## config.mk

```make
export PLATFORM = sky130hd
export DESIGN_NAME = nem_ohmux_sel_ctrl
export DESIGN_NICKNAME = d
export VERILOG_FILES = /design/src/rtl/nem_ohmux_sel_ctrl.sv
export SDC_FILE = /design/constraint.sdc
export NUM_CORES = 1
export LEC_CHECK = 0
export CAP_MARGIN = 40
export CORE_UTILIZATION = 45
export CTS_CLUSTER_DIAMETER = 120
export DETAILED_ROUTE_END_ITERATION = 7
export PLACE_DENSITY = 0.73
export SYNTH_ARGS = -nofsm -noshare
export SYNTH_HDL_FRONTEND = slang
export SYNTH_SLANG_ARGS = --single-unit
```

## constraint.sdc

```tcl
create_clock -name CP -period 1.4 [get_ports CP]
set_input_delay 0.28 -clock CP [delete_from_list [all_inputs] [get_ports CP]]
set_output_delay 0.28 -clock CP [all_outputs]
set_load 0.02 [all_outputs]
```

## src/rtl/nem_ohmux_sel_ctrl.sv

```systemverilog
// Break-before-make one-hot select driver for one NEM relay inverting mux.
// Latency: accept->CUR_VALID is T_MAKE+1 cycles from all-off, T_BREAK+T_MAKE+1 from a connected path.
// Backpressure: REQ_READY is high only in IDLE; a request held during a sequence is taken on the first IDLE cycle.
// Optional: define NEM_SEL_BOOST_EN to add S_BOOST (high during MAKE/SETTLE for elevated pull-in voltage).
module nem_ohmux_sel_ctrl #(
  parameter int N_IN    = 4,
  parameter int SEL_W   = 2,
  parameter int T_BREAK = 4,
  parameter int T_MAKE  = 8
) (
  input  logic             CP,
  input  logic             RST,
  input  logic             REQ_VALID,
  output logic             REQ_READY,
  input  logic [SEL_W-1:0] REQ_SEL,
  input  logic             REQ_OFF,
  output logic [N_IN-1:0]  S,
  output logic [SEL_W-1:0] CUR_SEL,
  output logic             CUR_VALID,
  output logic             BUSY,
  output logic             ERR
`ifdef NEM_SEL_BOOST_EN
  ,
  output logic             S_BOOST
`endif
);

  // Counter sized to hold the longer of the two timed phases.
  localparam int T_MAX = (T_BREAK > T_MAKE) ? T_BREAK : T_MAKE;
  localparam int CNT_W = $clog2(T_MAX + 1);

  localparam logic [CNT_W-1:0] BREAK_LOAD = CNT_W'(T_BREAK - 1);
  localparam logic [CNT_W-1:0] MAKE_LOAD  = CNT_W'(T_MAKE - 1);
  localparam logic [CNT_W-1:0] CNT_ONE    = CNT_W'(1);

  // N_IN always fits in SEL_W+1 bits because 2**SEL_W >= N_IN.
  localparam logic [SEL_W:0]   N_IN_W     = (SEL_W + 1)'(N_IN);
  localparam logic [N_IN-1:0]  S_ONE      = {{(N_IN - 1){1'b0}}, 1'b1};

  typedef enum logic [1:0] {
    ST_IDLE   = 2'd0,
    ST_BREAK  = 2'd1,
    ST_MAKE   = 2'd2,
    ST_SETTLE = 2'd3
  } state_t;

  state_t           state_q,     state_d;
  logic [CNT_W-1:0] cnt_q,       cnt_d;
  logic [SEL_W-1:0] hold_sel_q,  hold_sel_d;
  logic             hold_off_q,  hold_off_d;
  logic [N_IN-1:0]  s_q,         s_d;
  logic [SEL_W-1:0] cur_sel_q,   cur_sel_d;
  logic             cur_valid_q, cur_valid_d;
  logic             busy_q,      busy_d;
  logic             err_q,       err_d;
`ifdef NEM_SEL_BOOST_EN
  logic             boost_q,     boost_d;
`endif

  logic acc;
  logic sel_oob;
  logic same_sel;

  // Handshake qualifiers for the request presented this cycle.
  always_comb begin
    acc      = REQ_VALID && (state_q == ST_IDLE);
    sel_oob  = ({1'b0, REQ_SEL} >= N_IN_W);
    same_sel = cur_valid_q && (REQ_SEL == cur_sel_q);
  end

  // State and output registers; reset aborts any sequence in progress.
  always_ff @(posedge CP) begin
    if (RST) begin
      state_q     <= ST_IDLE;
      cnt_q       <= '0;
      hold_sel_q  <= '0;
      hold_off_q  <= 1'b0;
      s_q         <= '0;
      cur_sel_q   <= '0;
      cur_valid_q <= 1'b0;
      busy_q      <= 1'b0;
      err_q       <= 1'b0;
`ifdef NEM_SEL_BOOST_EN
      boost_q     <= 1'b0;
`endif
    end else begin
      state_q     <= state_d;
      cnt_q       <= cnt_d;
      hold_sel_q  <= hold_sel_d;
      hold_off_q  <= hold_off_d;
      s_q         <= s_d;
      cur_sel_q   <= cur_sel_d;
      cur_valid_q <= cur_valid_d;
      busy_q      <= busy_d;
      err_q       <= err_d;
`ifdef NEM_SEL_BOOST_EN
      boost_q     <= boost_d;
`endif
    end
  end

  // Next-state: sequence IDLE -> [BREAK] -> MAKE -> SETTLE -> IDLE.
  always_comb begin
    state_d    = state_q;
    cnt_d      = cnt_q;
    hold_sel_d = hold_sel_q;
    hold_off_d = hold_off_q;
    case (state_q)
      ST_IDLE: begin
        if (acc) begin
          hold_sel_d = REQ_SEL;
          hold_off_d = REQ_OFF;
          if (!REQ_OFF && (sel_oob || same_sel)) begin
            // Rejected index or already connected: nothing to switch.
            state_d = ST_IDLE;
          end else if (s_q != '0) begin
            // A relay is actuated: release it before anything else.
            state_d = ST_BREAK;
            cnt_d   = BREAK_LOAD;
          end else if (!REQ_OFF) begin
            // Nothing to release, pull the new relay in directly.
            state_d = ST_MAKE;
          end
        end
      end
      ST_BREAK: begin
        if (cnt_q == '0) begin
          state_d = hold_off_q ? ST_IDLE : ST_MAKE;
        end else begin
          cnt_d = cnt_q - CNT_ONE;
        end
      end
      ST_MAKE: begin
        state_d = ST_SETTLE;
        cnt_d   = MAKE_LOAD;
      end
      ST_SETTLE: begin
        if (cnt_q == '0) begin
          state_d = ST_IDLE;
        end else begin
          cnt_d = cnt_q - CNT_ONE;
        end
      end
      default: begin
        state_d = ST_IDLE;
      end
    endcase
  end

  // Output next-values; S only moves onehot->0 (entering BREAK) or 0->onehot (in MAKE).
  always_comb begin
    s_d         = s_q;
    cur_sel_d   = cur_sel_q;
    cur_valid_d = cur_valid_q;
    err_d       = 1'b0;
    busy_d      = (state_d != ST_IDLE);
`ifdef NEM_SEL_BOOST_EN
    boost_d     = (state_d == ST_MAKE) || (state_d == ST_SETTLE);
`endif
    case (state_q)
      ST_IDLE: begin
        err_d = acc && !REQ_OFF && sel_oob;
        if (state_d == ST_BREAK) begin
          s_d         = '0;
          cur_valid_d = 1'b0;
        end
      end
      ST_MAKE: begin
        s_d = S_ONE << hold_sel_q;
      end
      ST_SETTLE: begin
        if (cnt_q == '0) begin
          cur_sel_d   = hold_sel_q;
          cur_valid_d = 1'b1;
        end
      end
      default: begin
        s_d = s_q;
      end
    endcase
  end

  assign REQ_READY = (state_q == ST_IDLE);
  assign S         = s_q;
  assign CUR_SEL   = cur_sel_q;
  assign CUR_VALID = cur_valid_q;
  assign BUSY      = busy_q;
  assign ERR       = err_q;
`ifdef NEM_SEL_BOOST_EN
  assign S_BOOST   = boost_q;
`endif

endmodule
```

# After elaboration in Yosys (flattened, before gate mapping)
# Cells that the tools add are included.
dict set report word_totals {
  inputBits 6
  regBits 17
  wordCells 55
  out_inout_bits 10
}
dict set report op_classes {
  n_mux 18
  reduce_logical 16
  add_sub_neg 1
  shifts 1
  eq_ne 11
}
# op n
set ops {}
lappend ops {{$mux 4} 5}
lappend ops {{$mux 2} 7}
lappend ops {{$pmux 4 s3} 1}
lappend ops {{$pmux 2 s4} 1}
lappend ops {{$pmux 4 s2} 1}
lappend ops {{$ne 2x1->1 const B} 3}
lappend ops {{$ne 2x2->1 const B} 3}
lappend ops {{$reduce_and 2->1} 3}
lappend ops {{$reduce_bool 2->1} 3}
lappend ops {{$eq 2x1->1 const B} 2}
lappend ops {{$eq 2x2->1 const B} 2}
lappend ops {{$logic_not 4->1} 1}
lappend ops {{$reduce_and 4->1} 1}
lappend ops {{$reduce_bool 4->1} 1}
lappend ops {{$shl 1x2->4 const A} 1}
lappend ops {{$sub 4x1->4 const B} 1}
lappend ops {{$logic_and 1x1->1} 3}
lappend ops {{$reduce_and 3->1} 1}
lappend ops {{$eq 2x2->1} 1}
lappend ops {{$logic_not 2->1} 1}
lappend ops {{$mux 1} 2}
lappend ops {{$pmux 1 s2} 1}
lappend ops {{$reduce_or 2->1} 1}
lappend ops {{$logic_not 1->1} 1}

# Longest topological paths before layout
dict set report logic_depth {
  ltp_word 9
  mapped_depth 7
  ltp_nobuf 6
}

# Worst setup path before layout
# OpenSTA, ideal clock, no wires.
dict set report synth_timing {
  path_type {register -> register}
  startpoint {register s_q[1], in the netlist S[1]}
  endpoint {register cnt_q[1]}
  t_arrival_ps 1413
  n_path_buf 1
  path_stages_with_launch 5
  period_less_slack_ps 1554
  setup_time_ps 141
  slack_ps -154
  path_cell_list {dfxtp_1 -> or4_4 -> buf_6 -> a31oi_2 -> a221oi_1}
}
dict set report synth_between {
  elab_chain_cells 3
}
# element line
set synth_rtl {}
lappend synth_rtl {{from (decl)} 51} ;# logic [N_IN-1:0] s_q, s_d;
lappend synth_rtl {{from (signal assigned)} 78} ;# s_q <= '0;
lappend synth_rtl {{from (signal assigned)} 91} ;# s_q <= s_d;
lappend synth_rtl {{$reduce_bool 4->1} 116} ;# end else if (s_q != '0) begin
lappend synth_rtl {{$ne 2x1->1 (no source line)} n/a}
lappend synth_rtl {{$reduce_and 4->1 (no source line)} n/a}
lappend synth_rtl {{to (signal assigned)} 88} ;# cnt_q <= cnt_d;
lappend synth_rtl {{to (decl)} 48} ;# logic [CNT_W-1:0] cnt_q, cnt_d;
# Every way passes these cells.
# A chain may end at the register's enable or synchronous reset.

# Final worst setup path
dict set report layout_timing {
  startpoint {register cnt_q[1]}
  endpoint {register cnt_q[1]}
}
dict set report layout_between {
  elab_chain_cells 3
}
# element
set layout_rtl {}
lappend layout_rtl {{$sub 4x1->4 / $logic_not 4->1 (equally long branches)}}
lappend layout_rtl {{$mux 4 / $ne 2x2->1 (equally long branches)}}
lappend layout_rtl {{$pmux 4 s3 / $reduce_and 4->1 (equally long branches)}}
# Several ways; a longest one is shown, not always the timed one. The select of a mux whose other input is x is not followed.

==> qor.yml <==
routing:
  wl_um: 2270
  dr_wl_met3_um: 92
  ant_nets: 0
  highest_layer: "met4"
  route.vias.total: 820
  route.met2.wl_um: 1230
  drt_iter0_drc: 23
  routed_via_density: 5.22
  dr.pass1.iters: 4
  wirelength_met1_um: 937
  avgRoutedWirePerCell_um: 14.5
  drc: 0
clocking:
  clk_path_buf_depth: 2
  htree_levels: 1
  cts_root_buffer: "clkbuf_4"
  clk_pin_slew_ns: 0.10
  cts_hold_buf: 0
  cts_buffers: 3
  clock-sinks: 17
  cts_tree: "done"
  clk_latency_ns: 0.29
layout:
  final-seq-area_um2: 347
  antenna_cells: 0
  nNetsFinal: 141
  final_design_area_no_fill_mm2: 0.00127
  fillerInstances: 145
  area_growth_syn_to_layout_pct: 46.8
  layout-drive-gt1-share_pct: 41.7
  multi_input_area_um2: 520
  final_cell_count_no_fill: 157
timing:
  max_freq_mhz: 677
  finalCritPeriodShare_pct: 105
  hold_viol: 0
  fin_ws_ns: -0.0761
  skew_ns: 0.00412
  tns_ns: -0.336
  rsz0062_at_grt: "yes"
  slew_viol_final: 0
  layout_min_cycle_time_ns: 1.48
  setup_violations: 6
yosys:
  async_reset_ff_share_pct: 0
  netlist.area_leader.share_pct: 39.2
  synth.cell_area_um2: 868
  synthTopCellsByArea: "dfxtp_1 (39%), nand2_1 (6.5%), a21oi_1 (4.0%)"
  synth_edf_count: 0
  synth_top_area_cell: "dfxtp_1"
  yosys_warnings: 0
  synth_fp_nets: 101
  yosys_most_used_dff: "dfxtp_1"
  yosysMostFrequentCell: "dfxtp_1"
  synth_cell_types: 39
  ys_top_cells_by_count: "dfxtp_1 (17), nand2_1 (15), a21oi_1 (7), inv_1 (5), nor2_1 (5)"
  ys_seq_area_share_pct: 39.2
  syn_area_per_cell_um2: 9.34
  synthCells: 93
  ys_seq_elements: 17
power:
  power_leakage_nw: 0.531
  power.density_mw_per_mm2: 1910
  vdd_drop_max_mv: 1.28
grt:
  grt_max_degree: 10
  antenna_found_initial: 0
  track_usage_pct: 22.1
  grt_pass1_wl_um: 3270
  grt-ovfl-total: 0
  grt_pass1_vias: 775
floorplan:
  rows: 15
  initial_core_util_pct: 49.2
  core-area_mm2: 0.00176
  die-area_mm2: 0.00211
  die_x_um: 45.9
  die_h_um: 45.9
  io-pin-count: 16
worst_hold_path:
  hold_class: "input port to flip-flop"
placement:
  port_buffers: 14
  place_ws_ns: -0.333
  dp.cells: 147
  dp_hpwl_um: 1550
  place_congestion: 0.872
  postPlaceCellArea_mm2: 0.00119
critical_path:
  critPathRequiredTime_ns: 1.61
  criticalPathCategory: "flip-flop to flip-flop"
  crit_fanout: 4
  cp_cell_sequence: "inv_2, ha_4, and4bb_2, buf_6, nor2_4, a31oi_4, a221oi_2"
  startpoint_type: "flip-flop"
  worstPathArrival_ns: 1.68
  max_stage_delay_ns: 0.36
  critPathSlowestCell: "dfxtp_2"
  endpoint_kind: "flip-flop"
run_status:
  violations: "setup timing"
  status: "finished with violations"
run:
  maxCapViolations: 0
[power by group]
group	total, mW	internal [mW]	switching (mW)
Clock	0.272	0.111	0.161
Sequential	0.729	0.621	0.108
Combinational	1.43	0.716	0.719
[final timing paths]
check                          startpoint  slack (ns)                       to  cells after the start
setup reg to reg    cnt_q[1]$_SDFFE_PP0P_       -0.08    cnt_q[1]$_SDFFE_PP0P_                      7
hold / removal                  REQ_VALID        0.40    cnt_q[2]$_SDFFE_PP0P_                      2
setup / recovery    cnt_q[1]$_SDFFE_PP0P_       -0.08    cnt_q[1]$_SDFFE_PP0P_                      7
hold reg to reg   hold_off_q$_SDFFE_PP0P_        0.49  hold_off_q$_SDFFE_PP0P_                      2
[layout make-up]
cell class / count / share of cell area [%]
clock buffers: 4 / 2.06
repair buffers: 41 / 26.0
multi-input cells: 65 / 40.8
well taps: 25 / 2.45
inverters: 5 / 1.47
flip-flops and latches: 17 / 27.2
[per-stage QoR]
stage | utilization (%) | power (mW) | hold WS [ns]
finish | 72.3 | 2.44 | 0.395
global placement | 67.5 | 2.00 | 0.442
floorplan | - | 1.61 | 0.368
detailed placement | 67.5 | 2.02 | 0.471
CTS | 70.4 | 2.31 | 0.381
global route | 72.3 | 2.57 | 0.396
[critical path: cells and delay by family (launching register included)]
family	cells	cell delay [ns]
AO/OA/AOI/OAI	2	0.33
AND/OR/NAND/NOR	2	0.36
adder cells (fa/ha/maj)	1	0.16
buffers and inverters	2	0.19
flip-flops	1	0.36
[sequential cells by signal, summed over array words and instances (netlist names)]
name        flops
hold_off_q      1
hold_sel_q      2
CUR_SEL         2
state_q         2
cnt_q           4
BUSY            1
S               4
CUR_VALID       1
[repair_timing]
action	CTS	global route
pin swaps	7	2
endpoints found under the setup margin	14	15
setup buffers	3	3
gates resized for setup	15	6
[cells in the final DEF, fill, tap and decap left out, drive strengths merged, types with 3 or more instances in the layout]
master	count
buf	27
dfxtp	17
nand2	15
dlygate4sd2	8
a21oi	7
nor2	6
inv	5
clkbuf	5
clkdlybuf4s50	4
nand2b	3
o2bb2ai	3
[per-layer routing]
layer / up-vias / GRT usage [%]
met5: - / 0
met4: 0 / 12.9
met3: 2 / 2.78
met2: 25 / 38.3
met1: 387 / 25.5
li1: 406 / -
[cell families (layout without fill, tap and decap cells)]
group	after synthesis	after routing	share of synthesized area [%]
buf+inv	11	50	7.20
fa+ha+maj	2	2	2.88
xor+xnor	2	2	2.02
simple gates	35	35	23.5
other cells	1	1	0.432
flops	17	17	39.2
mux	2	2	2.31
compound gates	23	23	22.5
Note: power is estimated with default switching activity, not from simulation.
